--- config.mk ---
export PLATFORM = sky130hd
export DESIGN_NAME = sys_state_ctrl_flat
export DESIGN_NICKNAME = d
export VERILOG_FILES = /design/src/rtl/sys_state_ctrl_if.sv /design/src/rtl/sys_state_ctrl.sv /design/src/flat_wrapper.sv
export SDC_FILE = /design/constraint.sdc
export NUM_CORES = 1
export LEC_CHECK = 0
export BUFFER_PORTS_ARGS = -buffer_cell sky130_fd_sc_hd__buf_2
export CORE_ASPECT_RATIO = 1.2
export CORE_UTILIZATION = 29
export CTS_BUF_LIST = sky130_fd_sc_hd__clkbuf_8
export DETAILED_ROUTE_END_ITERATION = 8
export PLACE_DENSITY = 0.54
export SYNTH_ARGS = -nofsm -noshare
export SYNTH_HDL_FRONTEND = slang
export SYNTH_SLANG_ARGS = --single-unit
--- constraint.sdc ---
create_clock -name CLK1M -period 2.82 [get_ports CLK1M]
set_input_delay 0.141 -clock CLK1M [delete_from_list [all_inputs] [get_ports CLK1M]]
set_output_delay 0.141 -clock CLK1M [all_outputs]
set_load 0.005 [all_outputs]
--- src/rtl/sys_state_ctrl_if.sv ---
// sys_state_ctrl command/status bundle.
// master drives commands and check results, slave reports state.
interface sys_state_ctrl_if;
    logic       CmdCheck;
    logic       CmdWork;
    logic       CmdStop;
    logic       CheckDone;
    logic       CheckPass;
    logic       Heartbeat;
    logic [1:0] SysStat;
    logic       Busy;
    logic       FaultFlag;
    logic [1:0] FaultCode;
    logic       StatChg;

    modport master (
        output CmdCheck, CmdWork, CmdStop,
        output CheckDone, CheckPass, Heartbeat,
        input  SysStat, Busy, FaultFlag,
        input  FaultCode, StatChg
    );

    modport slave (
        input  CmdCheck, CmdWork, CmdStop,
        input  CheckDone, CheckPass, Heartbeat,
        output SysStat, Busy, FaultFlag,
        output FaultCode, StatChg
    );
endinterface

--- src/rtl/sys_state_ctrl.sv ---
// System working-state controller: Idle/Check/Work/Fault sequencing
// with check timeout, work watchdog and latched fault cause.
module sys_state_ctrl #(
    parameter logic [19:0] CHECK_TO   = 20'd500000,
    parameter logic [19:0] WDOG_CNT   = 20'd1000000,
    parameter logic [19:0] FAULT_HOLD = 20'd1000000
) (
    input  logic              CLK1M,
    input  logic              RST,
    sys_state_ctrl_if.slave   bus
);

    typedef enum logic [1:0] {
        S_IDLE  = 2'b00,
        S_CHECK = 2'b01,
        S_WORK  = 2'b10,
        S_FAULT = 2'b11
    } state_t;

    state_t      state, nstate;
    logic [19:0] cnt;
    logic [1:0]  code, ncode;
    logic        hb_clr;
    logic        busy_q, fflag_q, chg_q;

    // Command synchronizers idle high so a pin held high through
    // reset release never looks like a fresh edge.
    logic chk_s1, chk_s2, chk_p;
    logic stp_s1, stp_s2, stp_p;
    logic chk_edge, stp_edge;

    assign chk_edge = chk_s2 & ~chk_p;
    assign stp_edge = stp_s2 & ~stp_p;

    // Synchronize async command pins and keep edge history.
    always_ff @(posedge CLK1M or negedge RST) begin
        if (!RST) begin
            chk_s1 <= 1'b1;
            chk_s2 <= 1'b1;
            chk_p  <= 1'b1;
            stp_s1 <= 1'b1;
            stp_s2 <= 1'b1;
            stp_p  <= 1'b1;
        end else begin
            chk_s1 <= bus.CmdCheck;
            chk_s2 <= chk_s1;
            chk_p  <= chk_s2;
            stp_s1 <= bus.CmdStop;
            stp_s2 <= stp_s1;
            stp_p  <= stp_s2;
        end
    end

    // Next-state, fault cause and heartbeat-clear decode.
    always_comb begin
        nstate = state;
        ncode  = code;
        hb_clr = 1'b0;
        unique case (state)
            S_IDLE: begin
                if (chk_edge)
                    nstate = S_CHECK;
            end
            S_CHECK: begin
                if (stp_edge) begin
                    nstate = S_IDLE;
                end else if (bus.CheckDone && bus.CheckPass) begin
                    nstate = S_WORK;
                end else if (bus.CheckDone) begin
                    nstate = S_FAULT;
                    ncode  = 2'b01;
                end else if (cnt == CHECK_TO) begin
                    nstate = S_FAULT;
                    ncode  = 2'b10;
                end
            end
            S_WORK: begin
                if (stp_edge) begin
                    nstate = S_IDLE;
                end else if (bus.Heartbeat) begin
                    hb_clr = 1'b1;
                end else if (cnt == WDOG_CNT) begin
                    nstate = S_FAULT;
                    ncode  = 2'b11;
                end
            end
            S_FAULT: begin
                if (stp_edge && (cnt >= FAULT_HOLD)) begin
                    nstate = S_IDLE;
                    ncode  = 2'b00;
                end
            end
            default: begin
                nstate = S_IDLE;
                ncode  = 2'b00;
            end
        endcase
    end

    // State, dwell counter and registered status outputs.
    always_ff @(posedge CLK1M or negedge RST) begin
        if (!RST) begin
            state   <= S_IDLE;
            cnt     <= 20'd0;
            code    <= 2'b00;
            busy_q  <= 1'b0;
            fflag_q <= 1'b0;
            chg_q   <= 1'b0;
        end else begin
            state   <= nstate;
            code    <= ncode;
            busy_q  <= (nstate == S_CHECK) || (nstate == S_WORK);
            fflag_q <= (nstate == S_FAULT);
            chg_q   <= (nstate != state);
            if ((nstate != state) || hb_clr)
                cnt <= 20'd0;
            else if (cnt != 20'hFFFFF)
                cnt <= cnt + 20'd1;
        end
    end

    assign bus.SysStat   = state;
    assign bus.Busy      = busy_q;
    assign bus.FaultFlag = fflag_q;
    assign bus.FaultCode = code;
    assign bus.StatChg   = chg_q;

endmodule
--- src/flat_wrapper.sv ---
// flat-port wrapper written by rule: the top's interface ports become plain ports
module sys_state_ctrl_flat 
#(
    parameter logic [19:0] CHECK_TO   = 20'd500000,
    parameter logic [19:0] WDOG_CNT   = 20'd1000000,
    parameter logic [19:0] FAULT_HOLD = 20'd1000000
)
  (CLK1M, RST, bus_CmdCheck, bus_CmdWork, bus_CmdStop, bus_CheckDone, bus_CheckPass, bus_Heartbeat, bus_SysStat, bus_Busy, bus_FaultFlag, bus_FaultCode, bus_StatChg);
  sys_state_ctrl_if bus_i ();
  input  logic CLK1M;
  input  logic RST;
  input wire logic [$bits(bus_i.CmdCheck)-1:0] bus_CmdCheck;
  input wire logic [$bits(bus_i.CmdWork)-1:0] bus_CmdWork;
  input wire logic [$bits(bus_i.CmdStop)-1:0] bus_CmdStop;
  input wire logic [$bits(bus_i.CheckDone)-1:0] bus_CheckDone;
  input wire logic [$bits(bus_i.CheckPass)-1:0] bus_CheckPass;
  input wire logic [$bits(bus_i.Heartbeat)-1:0] bus_Heartbeat;
  output wire logic [$bits(bus_i.SysStat)-1:0] bus_SysStat;
  output wire logic [$bits(bus_i.Busy)-1:0] bus_Busy;
  output wire logic [$bits(bus_i.FaultFlag)-1:0] bus_FaultFlag;
  output wire logic [$bits(bus_i.FaultCode)-1:0] bus_FaultCode;
  output wire logic [$bits(bus_i.StatChg)-1:0] bus_StatChg;
  assign bus_i.CmdCheck = bus_CmdCheck;
  assign bus_i.CmdWork = bus_CmdWork;
  assign bus_i.CmdStop = bus_CmdStop;
  assign bus_i.CheckDone = bus_CheckDone;
  assign bus_i.CheckPass = bus_CheckPass;
  assign bus_i.Heartbeat = bus_Heartbeat;
  assign bus_SysStat = bus_i.SysStat;
  assign bus_Busy = bus_i.Busy;
  assign bus_FaultFlag = bus_i.FaultFlag;
  assign bus_FaultCode = bus_i.FaultCode;
  assign bus_StatChg = bus_i.StatChg;
  sys_state_ctrl #(.CHECK_TO(CHECK_TO), .WDOG_CNT(WDOG_CNT), .FAULT_HOLD(FAULT_HOLD)) u_core (.CLK1M(CLK1M), .RST(RST), .bus(bus_i));
endmodule
# Word level (Yosys, flattened, before mapping)
# Index checks and enable logic that the tools add are counted.
# totals
ff_bits,33
input_bits,8
word_cells,67
output_inout_bits,7
# classes
eq_ne,17
bitwise_logic,4
order_cmp,1
muxes,24
n_reduce_logical,8
add_sub_neg,1
# op_table
cell,n
two-way mux 20 bit,2
two-way mux 2 bit,17
adder 20 x 1 -> 20 bit (second input constant),1
== test 20 x 19 -> 1 bit (second input constant),1
== test 20 bit (second input constant),1
greater-or-equal comparator 20 bit (second input constant),1
inequality test 20 bit (second input constant),1
== test 2 bit (second input constant),4
inequality test 2 bit (second input constant),4
case mux 2 bit (4 select lines),1
AND reduction 8 bit,1
case mux 2 bit (3 select lines),1
== test 2 x 1 -> 1 bit (second input constant),2
inequality test 2 x 1 -> 1 bit (second input constant),2
two-way mux 1 bit,3
inequality test 3 x 2 -> 1 bit (second input constant),1
nonzero test 3 bit,1
AND 1 bit,2
logical AND 1 bit,2
logical NOT 2 bit,1
logical OR 1 bit,2
inequality test 2 bit,1
inverter 1 bit,2
nonzero test 2 bit,1

# Longest topological paths before layout
# depth
depth_word,9
ltp_mapped,7
mapped_depth_nobuf,7

# Worst setup path after synthesis
# OpenSTA, ideal clock, no wires.
# synth_path
path_type,register -> register
from,register u_core.cnt[12]
to,"register u_core.code[1], in the netlist u_core.bus.FaultCode[1]"
n_path_buf,1
t_required_ns,2.692
arrival_ns,1.849
setup_time_ns,0.128
path_slack_ns,0.843
synth_period_minus_slack_ns,1.977
path_stages_with_launch,7
path_cell_list,dfrtp_1 -> buf_6 -> or4b_4 -> a211oi_2 -> o211ai_1 -> a31oi_2 -> mux2_1
# synth_via
elab_chain_len,4
elab_cells_between_ends,8
classes_between,1 x order compare; 5 x eq/ne; 2 x reduce/logical
# synth_rtl
element,line,source
from (decl),sys_state_ctrl.sv:21,logic [19:0] cnt;
from (signal assigned),sys_state_ctrl.sv:118,cnt <= cnt + 20'd1;
greater-or-equal comparator 20 bit,sys_state_ctrl.sv:88,if (stp_edge && (cnt >= FAULT_HOLD)) begin
logical AND 1 bit,sys_state_ctrl.sv:88,
inequality test 2 x 1 -> 1 bit (no source line),--,
AND reduction 8 bit (no source line) *,--,
to (signal assigned),sys_state_ctrl.sv:111,code <= ncode;
to (decl),sys_state_ctrl.sv:22,"logic [1:0] code, ncode;"
# Mark *: on every way between the ends. The rest lies on a longest branch, timed or not.
# A chain may end at the register's enable or synchronous reset.

# Final worst setup path
# layout_path
from,register u_core.cnt[15]
to,"register u_core.code[1], in the netlist u_core.bus.FaultCode[1]"
# The elaborated chain is that of the path after synthesis.

==> impl_metrics.toml <==
[run_status]
status = "completed"

[pwr]
power.density_nw_per_um2 = 396
ir_worst_vdd_v = 0.000139
p_leak_nw = 0.878

[synthesis]
synth_top_area_share_pct = 34.9
yosysUniqueCellTypes = 49
netlist_area_um2 = 1940
synth_area_leaders = "dfrtp_1 (35%), dfstp_2 (8.1%), nor3_1 (6.7%)"
synth_top_cell_by_area = "dfrtp_1"
synth-edff-count = 0
ys_ff_latch = 33
seq_area_frac_synth_pct = 43.0
syn_inst = 204
syn_nets = 215
syn_area_per_cell_um2 = 9.50
synth.most_common_cell = "dfrtp_1"
async_flop_share_pct = 100
synth_common_cells = "dfrtp_1 (27), nor3_1 (26), xor2_1 (11)"
synth-main-ff-cell = "dfrtp_1"
synth_warnings = 0

[clock_network]
clk_path_buf_depth = 2
clockRootBuffer = "clkbuf_8"
clkLatencyLatePin_ps = 280
numClockSinks = 33
clk_pin_slew_ps = 70
cts_resized = 0
cts_max_level = 2
cts_tree = "built"
cts_made_buffers = 5

[grt]
grt_start_max_net_pins = 34
use_met2_pct = 23.9
grtUsageTotal_pct = 14.1
grt.met3_usage_pct = 3.22
globalRoute.totalOverflow = 0
antenna_found_initial = 0
grtUsageMet1_pct = 17.7
first_global_vias = 1613
grt-busiest-layer = "met2"
grt_pass1_wl_mm = 7.94

[die]
core_area_um2 = 6450
die_area_um2 = 7020
die_h_um = 91.6
die_w_um = 76.6
initial_core_util_pct = 30.1
ioPinCount = 15
num_rows = 32

[critical_path]
crit_type = "flip-flop to flip-flop"
worstSetupStartpoint = "u_core.cnt[15]$_DFFE_PN0P_"
r2r_start = "u_core.cnt[15]$_DFFE_PN0P_"
arrival_ps = 2310
required_ps = 2990
crit_path_start_kind = "flip-flop"
critPathCaptureType = "flip-flop"
critPathMaxFanout = 8
rr_worst_depth = 5

[routing]
vias = 1628
drt_iter0_drc = 68
drc = 0
via_per_inst = 5.41
routed_wl_mm = 4.49
drtPass1Iterations = 4
drt.antenna.violating_nets = 0
wire_per_inst_um = 14.9

[min_path]
min_path_cells = 3
min-delay-start = "bus_CheckDone"
min_path_type = "input pin to flip-flop"

[sta]
finalCritPeriodShare_pct = 76.0
hold_viol_final = 0
min_period_ps = 2140
drv_slew = 0
worst_slew_pin_slew_ps = 756
fin_skew_ps = 3.60
rsz0062_at_grt = "no"
max_freq_mhz = 466
relSlewSlack_pct = 49.6
hold_slack_ps = 229
setup-tns-final_ps = 0
setup_viol = 0

[finish]
final_util_pct = 33.6
drive_above_1_share_pct = 15.7
nNetsFinal = 226
antenna_cells = 0
areaGrowthSynthToFinish_pct = 11.9

[placement]
place_congestion = 0.846
port_buffers = 13
hpwlAfterDp_mm = 3.10

[run]
drv_cap = 0
## per-layer routing
layer | wire length (um) | share of wire, %
met4 | 63 | 1.4
met3 | 138 | 3.1
met5 | 0 | 0
met1 | 2190 | 49
met2 | 2100 | 47
## cell families after synthesis
logic type      synth area share, %
simple gates                   28.4
mux                            2.13
xor+xnor                       6.33
compound gates                 13.1
buf+inv                        5.10
flops                          43.0
fa+ha+maj                      1.94
## final timing paths
| kind | to | slack (ps) |
|---|---|---|
| max in group asynchronous | u_core.cnt[13]$_DFFE_PN0P_ | 1880 |
| min reg2reg | u_core.chk_s2$_DFF_PN1_ | 360 |
| max | u_core.bus.FaultCode[1]$_DFFE_PN0P_ | 680 |
| min | u_core.bus.FaultCode[0]$_DFFE_PN0P_ | 230 |
| max reg2reg | u_core.bus.FaultCode[1]$_DFFE_PN0P_ | 680 |
| min in group asynchronous | u_core.cnt[17]$_DFFE_PN0P_ | 460 |
## cell type report
class	count	area [um2]
Tap cell	85	106
Timing Repair Buffer	18	110
Clock buffer	5	68.8
Inverter	7	26.3
Multi-Input combinational cell	150	1010
Fill cell	666	4280
Clock inverter	3	17.5
Sequential cell	33	833
## critical path, stage by stage, from the launching register on
cell and delay [ps]:
dfrtp_1 470, or4b_4 580, a211oi_2 250, o211ai_1 160, a31oi_2 240, mux2_1 330
## flip-flops by register name, summed over array words and instances (netlist names)
signal,count
u_core.stp_p,1
u_core.cnt,20
u_core.bus.SysStat,2
u_core.stp_s2,1
u_core.chk_s1,1
u_core.bus.Busy,1
u_core.chk_s2,1
u_core.bus.FaultFlag,1
u_core.chk_p,1
u_core.stp_s1,1
u_core.bus.FaultCode,2
u_core.bus.StatChg,1
## per-stage QoR
stage	area, um2	std cells	setup WS, ps	total power, mW
2_1_floorplan	1940	204	843	0.496
3_3_place_gp	2050	290	699	0.512
3_5_place_dp	2050	290	692	0.513
4_1_cts	2170	301	672	0.876
5_1_grt	2170	301	588	0.895
6_report	2170	301	676	0.859
## what timing repair did
item / CTS / global route
setup endpoints to repair: 0 / 0
endpoints found under the hold margin: 29 / 0
hold buffers: 3 / 0
buffers inserted: 0 / 0
## power by group
| part | internal, mW | switching (mW) | total (mW) |
|---|---|---|---|
| sequential | 0.481 | 0.00183 | 0.483 |
| clock | 0.170 | 0.182 | 0.352 |
| combinational | 0.00833 | 0.0154 | 0.0237 |
## cell usage in the layout, fill, tap and decap left out, drive strengths merged, types with 2 or more instances in the layout
master and instances:
dfrtp 27, nor3 26, buf 15, xor2 11, nand4 10, nand2 9, nor2 8, and3 8
nand3 8, inv 7, o21ai 7, dfstp 6, clkbuf 5, a211oi 5, nand2b 4, nand4b 4
a21oi 4, and4b 3, nor4 3, o311ai 3, o31ai 3, mux2i 3, xnor2 3, ha 3
dlygate4sd3 3, a31oi 3, nor2b 2, nor4bb 2, and4 2, o22ai 2, clkinv 2
No activity file was read; power rests on OpenSTA's default activity.
